## config.mk

```make
export PLATFORM = sky130hd
export DESIGN_NAME = plic_claim_master_flat
export DESIGN_NICKNAME = d
export VERILOG_FILES = /design/src/rtl/plic_claim_master_pkg.sv /design/src/rtl/plic_claim_master_if.sv /design/src/rtl/plic_claim_master.sv /design/src/flat_wrapper.sv
export SDC_FILE = /design/constraint.sdc
export NUM_CORES = 1
export LEC_CHECK = 0
export ABC_CLOCK_PERIOD_IN_PS = 1300
export CAP_MARGIN = 20
export CORE_MARGIN = 1.5
export CORE_UTILIZATION = 35
export DETAILED_ROUTE_END_ITERATION = 7
export PLACE_DENSITY_LB_ADDON = 0.2
export SETUP_SLACK_MARGIN = 0.2
export SYNTH_ARGS = -nofsm -noshare
export SYNTH_HDL_FRONTEND = slang
export SYNTH_SLANG_ARGS = --single-unit
```

## constraint.sdc

```tcl
create_clock -name clk -period 1.3 [get_ports clk]
set_input_delay 0.26 -clock clk [delete_from_list [all_inputs] [get_ports clk]]
set_output_delay 0.26 -clock clk [all_outputs]
set_load 0.005 [all_outputs]
```

## src/rtl/plic_claim_master_pkg.sv

```systemverilog
// Shared types and constants for the PLIC claim/complete bus master.
package plic_pkg;

    typedef enum logic [1:0] {
        IDLE     = 2'd0,
        CLAIM    = 2'd1,
        DISPATCH = 2'd2,
        COMPLETE = 2'd3
    } plic_state_e;

    localparam logic [31:0] CLAIM_OFFSET_CTX0 = 32'h0020_0004;
    localparam int          PLIC_ID_W         = 32;
    localparam logic [3:0]  FULL_MASK         = 4'b1111;

    // A claimed ID is real only in 1..max_src; 0 means "nothing pending".
    function automatic logic id_is_valid(input logic [PLIC_ID_W-1:0] id,
                                         input int unsigned max_src);
        return (id != '0) && (id <= PLIC_ID_W'(max_src));
    endfunction

endpackage

```

## src/rtl/plic_claim_master_if.sv

```systemverilog
// Bus-master port bundle between the claim master and the memory arbiter.
interface plic_claim_master_if;
    logic        memRequest;
    logic        memReady;
    logic [31:0] memAddress;
    logic        memWrite;
    logic [31:0] memWriteData;
    logic [3:0]  byteMask;
    logic [31:0] memReadData;

    modport master (
        output memRequest, memAddress, memWrite, memWriteData, byteMask,
        input  memReady, memReadData
    );

    modport slave (
        input  memRequest, memAddress, memWrite, memWriteData, byteMask,
        output memReady, memReadData
    );
endinterface

```

## src/rtl/plic_claim_master.sv

```systemverilog
// Turns the PLIC EIP level into a claim read / dispatch / complete write sequence.
// Optional claim statistics counters are built when PLIC_CLAIM_STATS_EN is defined.
module plic_claim_master
    import plic_pkg::*;
#(
    parameter logic [31:0] PLIC_BASE    = 32'h0000_0000,
    parameter logic [31:0] CLAIM_OFFSET = CLAIM_OFFSET_CTX0,
    parameter int unsigned MAX_SOURCE   = 2
) (
    input  logic                 clk,
    input  logic                 reset,
    input  logic                 EIP,
    input  logic                 globalEnable,
    input  logic                 irqDone,
    output logic                 irqValid,
    output logic [PLIC_ID_W-1:0] irqId,
    output logic                 busy,
`ifdef PLIC_CLAIM_STATS_EN
    output logic [15:0]          claimCount,
    output logic [15:0]          spuriousCount,
`endif
    plic_claim_master_if.master  bus
);

    localparam logic [31:0] CLAIM_ADDR = PLIC_BASE + CLAIM_OFFSET;

    plic_state_e          state_q, state_d;
    logic [PLIC_ID_W-1:0] id_q, id_d;
    logic                 claim_grant;
    logic                 claim_ok;

    assign claim_grant = (state_q == CLAIM) && bus.memReady;
    assign claim_ok    = id_is_valid(bus.memReadData, MAX_SOURCE);

    always_ff @(posedge clk) begin
        if (reset) begin
            state_q <= IDLE;
            id_q    <= '0;
        end else begin
            state_q <= state_d;
            id_q    <= id_d;
        end
    end

    always_comb begin
        state_d = state_q;
        id_d    = id_q;
        unique case (state_q)
            IDLE: begin
                if (EIP && globalEnable) state_d = CLAIM;
            end
            CLAIM: begin
                // EIP may drop here; the read is already committed to the bus.
                if (bus.memReady) begin
                    id_d    = bus.memReadData;
                    state_d = claim_ok ? DISPATCH : IDLE;
                end
            end
            DISPATCH: begin
                if (irqDone) state_d = COMPLETE;
            end
            COMPLETE: begin
                if (bus.memReady) state_d = IDLE;
            end
            default: state_d = IDLE;
        endcase
    end

    // Outputs decode only registered state, never an input.
    always_comb begin
        bus.memRequest   = 1'b0;
        bus.memWrite     = 1'b0;
        bus.memAddress   = '0;
        bus.memWriteData = '0;
        bus.byteMask     = '0;
        irqValid         = 1'b0;
        irqId            = '0;
        busy             = (state_q != IDLE);
        unique case (state_q)
            CLAIM: begin
                bus.memRequest = 1'b1;
                bus.memAddress = CLAIM_ADDR;
                bus.byteMask   = FULL_MASK;
            end
            DISPATCH: begin
                irqValid = 1'b1;
                irqId    = id_q;
            end
            COMPLETE: begin
                bus.memRequest   = 1'b1;
                bus.memWrite     = 1'b1;
                bus.memAddress   = CLAIM_ADDR;
                bus.memWriteData = id_q;
                bus.byteMask     = FULL_MASK;
            end
            default: ;
        endcase
    end

`ifdef PLIC_CLAIM_STATS_EN
    logic [15:0] claim_count_q, spurious_count_q;

    always_ff @(posedge clk) begin
        if (reset) begin
            claim_count_q    <= '0;
            spurious_count_q <= '0;
        end else if (claim_grant) begin
            claim_count_q <= claim_count_q + 16'd1;
            if (!claim_ok) spurious_count_q <= spurious_count_q + 16'd1;
        end
    end

    assign claimCount    = claim_count_q;
    assign spuriousCount = spurious_count_q;
`else
    logic unused_grant;
    assign unused_grant = claim_grant;
`endif

endmodule

```

## src/flat_wrapper.sv

```systemverilog
// flat-port wrapper written by rule: the top's interface ports become plain ports
module plic_claim_master_flat import plic_pkg::*;
#(
    parameter logic [31:0] PLIC_BASE    = 32'h0000_0000,
    parameter logic [31:0] CLAIM_OFFSET = CLAIM_OFFSET_CTX0,
    parameter int unsigned MAX_SOURCE   = 2
)
  (clk, reset, EIP, globalEnable, irqDone, irqValid, irqId, busy, bus_memRequest, bus_memAddress, bus_memWrite, bus_memWriteData, bus_byteMask, bus_memReady, bus_memReadData);
  plic_claim_master_if bus_i ();
  input  logic clk;
  input  logic reset;
  input  logic EIP;
  input  logic globalEnable;
  input  logic irqDone;
  output logic irqValid;
  output logic [PLIC_ID_W-1:0] irqId;
  output logic busy;
  output wire logic [$bits(bus_i.memRequest)-1:0] bus_memRequest;
  output wire logic [$bits(bus_i.memAddress)-1:0] bus_memAddress;
  output wire logic [$bits(bus_i.memWrite)-1:0] bus_memWrite;
  output wire logic [$bits(bus_i.memWriteData)-1:0] bus_memWriteData;
  output wire logic [$bits(bus_i.byteMask)-1:0] bus_byteMask;
  input wire logic [$bits(bus_i.memReady)-1:0] bus_memReady;
  input wire logic [$bits(bus_i.memReadData)-1:0] bus_memReadData;
  assign bus_memRequest = bus_i.memRequest;
  assign bus_memAddress = bus_i.memAddress;
  assign bus_memWrite = bus_i.memWrite;
  assign bus_memWriteData = bus_i.memWriteData;
  assign bus_byteMask = bus_i.byteMask;
  assign bus_i.memReady = bus_memReady;
  assign bus_i.memReadData = bus_memReadData;
  plic_claim_master #(.PLIC_BASE(PLIC_BASE), .CLAIM_OFFSET(CLAIM_OFFSET), .MAX_SOURCE(MAX_SOURCE)) u_core (.clk(clk), .reset(reset), .EIP(EIP), .globalEnable(globalEnable), .irqDone(irqDone), .irqValid(irqValid), .irqId(irqId), .busy(busy), .bus(bus_i));
endmodule
```

==> results.tsv <==
stage	metric	value	unit
timing	Clock Skew	0.00611	ns
cts	later-pin clock latency in the skew report	0.28	ns
timing	final worst-path cycle share	1.32	
floorplanning	io pins	142	
power	Worst IR Drop VDD	0.000546	V
cells_and_area	layout cells sized above 1	0.570	
worst_setup_path	CP Capture Type	primary output	
worst_setup_path	reg2reg setup slack	-0.33	ns
yosys	post-synthesis sequential area ratio	0.334	
worst_setup_path	slowest stage delay, CP	0.38	ns
worst_setup_path	Startpoint Class	register	
worst_setup_path	Crit Reg-Reg Startpoint	u_core.state_q[0]	
detailed_routing	Post-Route WL	7880	µm
detailed_routing	DRT iter0 DRCs	72	
yosys	Post-synth EDFFs	0	
power	Clock power frac	0.324	
hold_path	worst hold start	u_core.id_q[27]	
timing	Hold WS	0.470	ns
yosys	Synth cell types	23	
cts	CTS tree	done	
yosys	Simple-Gate Fraction of Synth Area	0.383	
yosys	area share of xor/xnor cells in the synthesized design	0.00429	
floorplanning	Die Width	79.3	µm
yosys	top-count cell post-synth	nand2_1	
power	Total Power	2.50	mW
floorplanning	core area	0.00557	mm²
worst_setup_path	R2R Path End	u_core.id_q[28]	
yosys	area share of the largest cell type after synthesis	0.334	
worst_setup_path	Critical-path top delay cell	dfxtp_4	
cells_and_area	Area Growth Syn to Fin	103	%
timing	upper clock frequency limit	584	MHz
place	placer congestion estimate	0.815	
timing	RSZ-0062 raised after global routing	yes	
worst_setup_path	Buf/Inv on CP	3	
worst_setup_path	critical path type	reg2out	
job	Max-Cap Viols	0	
power	Switching Share	0.271	
timing	Final Critical Period	1.71	ns
floorplanning	Core Rows	27	
yosys	mux contribution to synthesized area	0	
yosys	top post-synthesis cells by count	67 x nand2_1, 39 x buf_4, 34 x a21oi_1, 34 x and2_1, 34 x dfxtp_1	
yosys	YS warnings	0	
detailed_routing	Avg Vias per Cell	4.84	
power	P_int	1.82	mW
worst_setup_path	Worst Path Required	1.04	ns
grt	pin count of the biggest net entering global routing	28	
worst_setup_path	CP top delay family	simple AND/OR/NAND/NOR gates	
timing	Final setup violation count	107	
yosys	synth top area cells	dfxtp_1 33%, buf_4 14%, nand2_1 12%, and2_1 10%, and3_1 8.6%	
yosys	post-synth design cell area	0.00204	mm²
worst_setup_path	CP max FO	9	
cts	hold_buf cts	0	
yosys	largest family of logic cells by synthesized area	simple AND/OR/NAND/NOR gates	
outcome	status	finished, violations left	
worst_setup_path	reg2reg path depth	9	
cts	Sink Count	34	
cells_and_area	Antenna Cells	0	
yosys	Synth Area in Compound Gates	0.0896	
worst_setup_path	cell count along the critical path	5	
place	IO buf count	111	
timing	Slew Viols, Final	0	
floorplanning	Die Y-Extent	79.3	µm
grt	gr usage total	0.220	
detailed_routing	Routed WL per cell	16.2	µm
yosys	Synth Area in Adders	0	
yosys	Synth Area per Inst	7.34	µm²
floorplanning	Initial Utilization	0.366	
yosys	ys flop type	dfxtp_1	
place	placed insts	448	
yosys	cell count after synthesis	278	
timing	final setup margin	-0.413	ns
hold_path	Hold EP	u_core.id_q[27]	
cts	Clock H-tree levels	2	
hold_path	worst hold path depth	2	
cts	Max Buffers Root-to-Sink	2	
detailed_routing	Antenna Nets Post-Route	0	
detailed_routing	Initial DRT Pass Iterations	4	
yosys	Yosys reg bits	34	
power	sequential power share	0.440	
worst_setup_path	Worst Path Arrival	1.45	ns
power	Power per Cell Area	603	mW/mm²
cells_and_area	Util after Layout	0.744	
floorplanning	die area	0.00629	mm²
timing	Hold Fails Final Rpt	0	
cts	CTS buffer count	5	
grt	initial antenna violation count	0	
grt	first-pass GRT wire length	10700	µm
cts	CTS Root Cell	clkbuf_8	
place	DP HPWL	4330	µm
worst_setup_path	CP cell instances	and2b_2 > buf_12 > buf_12 > and2_4 > buf_6	
power	Comb power frac	0.236	
power	sw power	0.679	mW
yosys	Post-synth ARST share	0	
power	static leakage	1.93	nW
grt	gr ovfl total	0	
hold_path	Hold WC Path Type	reg2reg	
cells_and_area	layout net count	453	
yosys	post-synth top area cell	dfxtp_1	
cts	Clock Pin Slew Worst Setup and Hold Paths	0.07	ns
detailed_routing	DRC Markers	0	
worst_setup_path	Worst Setup SP	u_core.state_q[0]	
worst_setup_path	Crit path top cell by count	buf_12	
grt	vias in the first global route	2175	
cells_and_area	fin cells	488	
outcome	violations in the final reports	negative setup slack	
detailed_routing	Vias	2363	
## worst max path at each step
stage / end / slack [ns]
floorplan: irqId[10] / 0.16
global placement: irqId[24] / -0.29
detailed placement: irqId[3] / -0.31
CTS: irqId[11] / -0.43
global route: irqId[31] / -0.45
finish: irqId[31] / -0.41
## sequential cells by signal, indices dropped and copies added, names as in the netlist, named ones only
register / count
u_core.state_q: 1
u_core.id_q: 32
## cells by family (layout without fill, tap and decap cells)
kind of cell	count (synthesis)	in the layout
DFF	34	34
AOI/OAI and AO/OA	36	36
buffers and inverters	59	168
and+or+nand+nor	147	147
other	1	30
xor gates and xnor gates	1	1
## worst min-delay path: stages (launching register included)
cell	delay (ns)
dfxtp_1	0.32
nand2_1	0.05
a21oi_1	0.05
## area by class of cell
type,count,area (µm²)
fill,406,1430
timing repair buffer,160,1790
tap,72,90.1
multi-input combinational,214,1490
clock buffer,7,86.3
sequential,34,688
clock inverter,1,5.00
## layout by cell type (no fill, tap or decap), drive strengths merged, types with 2 or more instances in the layout
cell | Yosys | final
clkdlybuf4s50 | 0 | 37
nor4 | 7 | 7
a21oi | 34 | 34
and3 | 32 | 32
buf | 42 | 98
dfxtp | 34 | 34
nand2 | 67 | 67
and2 | 34 | 34
conb | 1 | 30
clkbuf | 16 | 16
clkdlybuf4s15 | 0 | 15
nand4 | 2 | 2
## power groups by stage
| stage | sequential, mW | combinational (mW) | clock, mW |
|---|---|---|---|
| CTS | 1.10 | 0.485 | 0.815 |
| global placement | 1.12 | 0.337 | 0 |
| floorplan | 1.11 | 0.224 | 0 |
| global route | 1.11 | 0.627 | 0.867 |
| finish | 1.10 | 0.591 | 0.810 |
| detailed placement | 1.12 | 0.341 | 0 |
## per-stage QoR
step	setup TNS, ns	worst slack (ns)	cell area [µm²]
final	-30.67	-0.413	4150
after global routing	-34.27	-0.449	4150
after CTS	-27.91	-0.435	3700
after detailed placement	-23.12	-0.311	3120
after global placement	-21.27	-0.287	3120
after floorplan	0	0.163	2180
## routing by layer
layer	global-route usage	vias to the layer above	wire length [µm]
met5	0	-	0
met4	0.0789	0	142
met3	0.0425	17	413
met2	0.369	103	4060
met1	0.281	1118	3270
li1	-	1125	-
## timing repair
action,4_1_cts,5_1_grt
cloned,7,2
pin swaps,48,10
gates resized for setup,379,103
setup endpoints to repair,107,108
buffers inserted,12,11
Power figures use the tool's default switching activity.
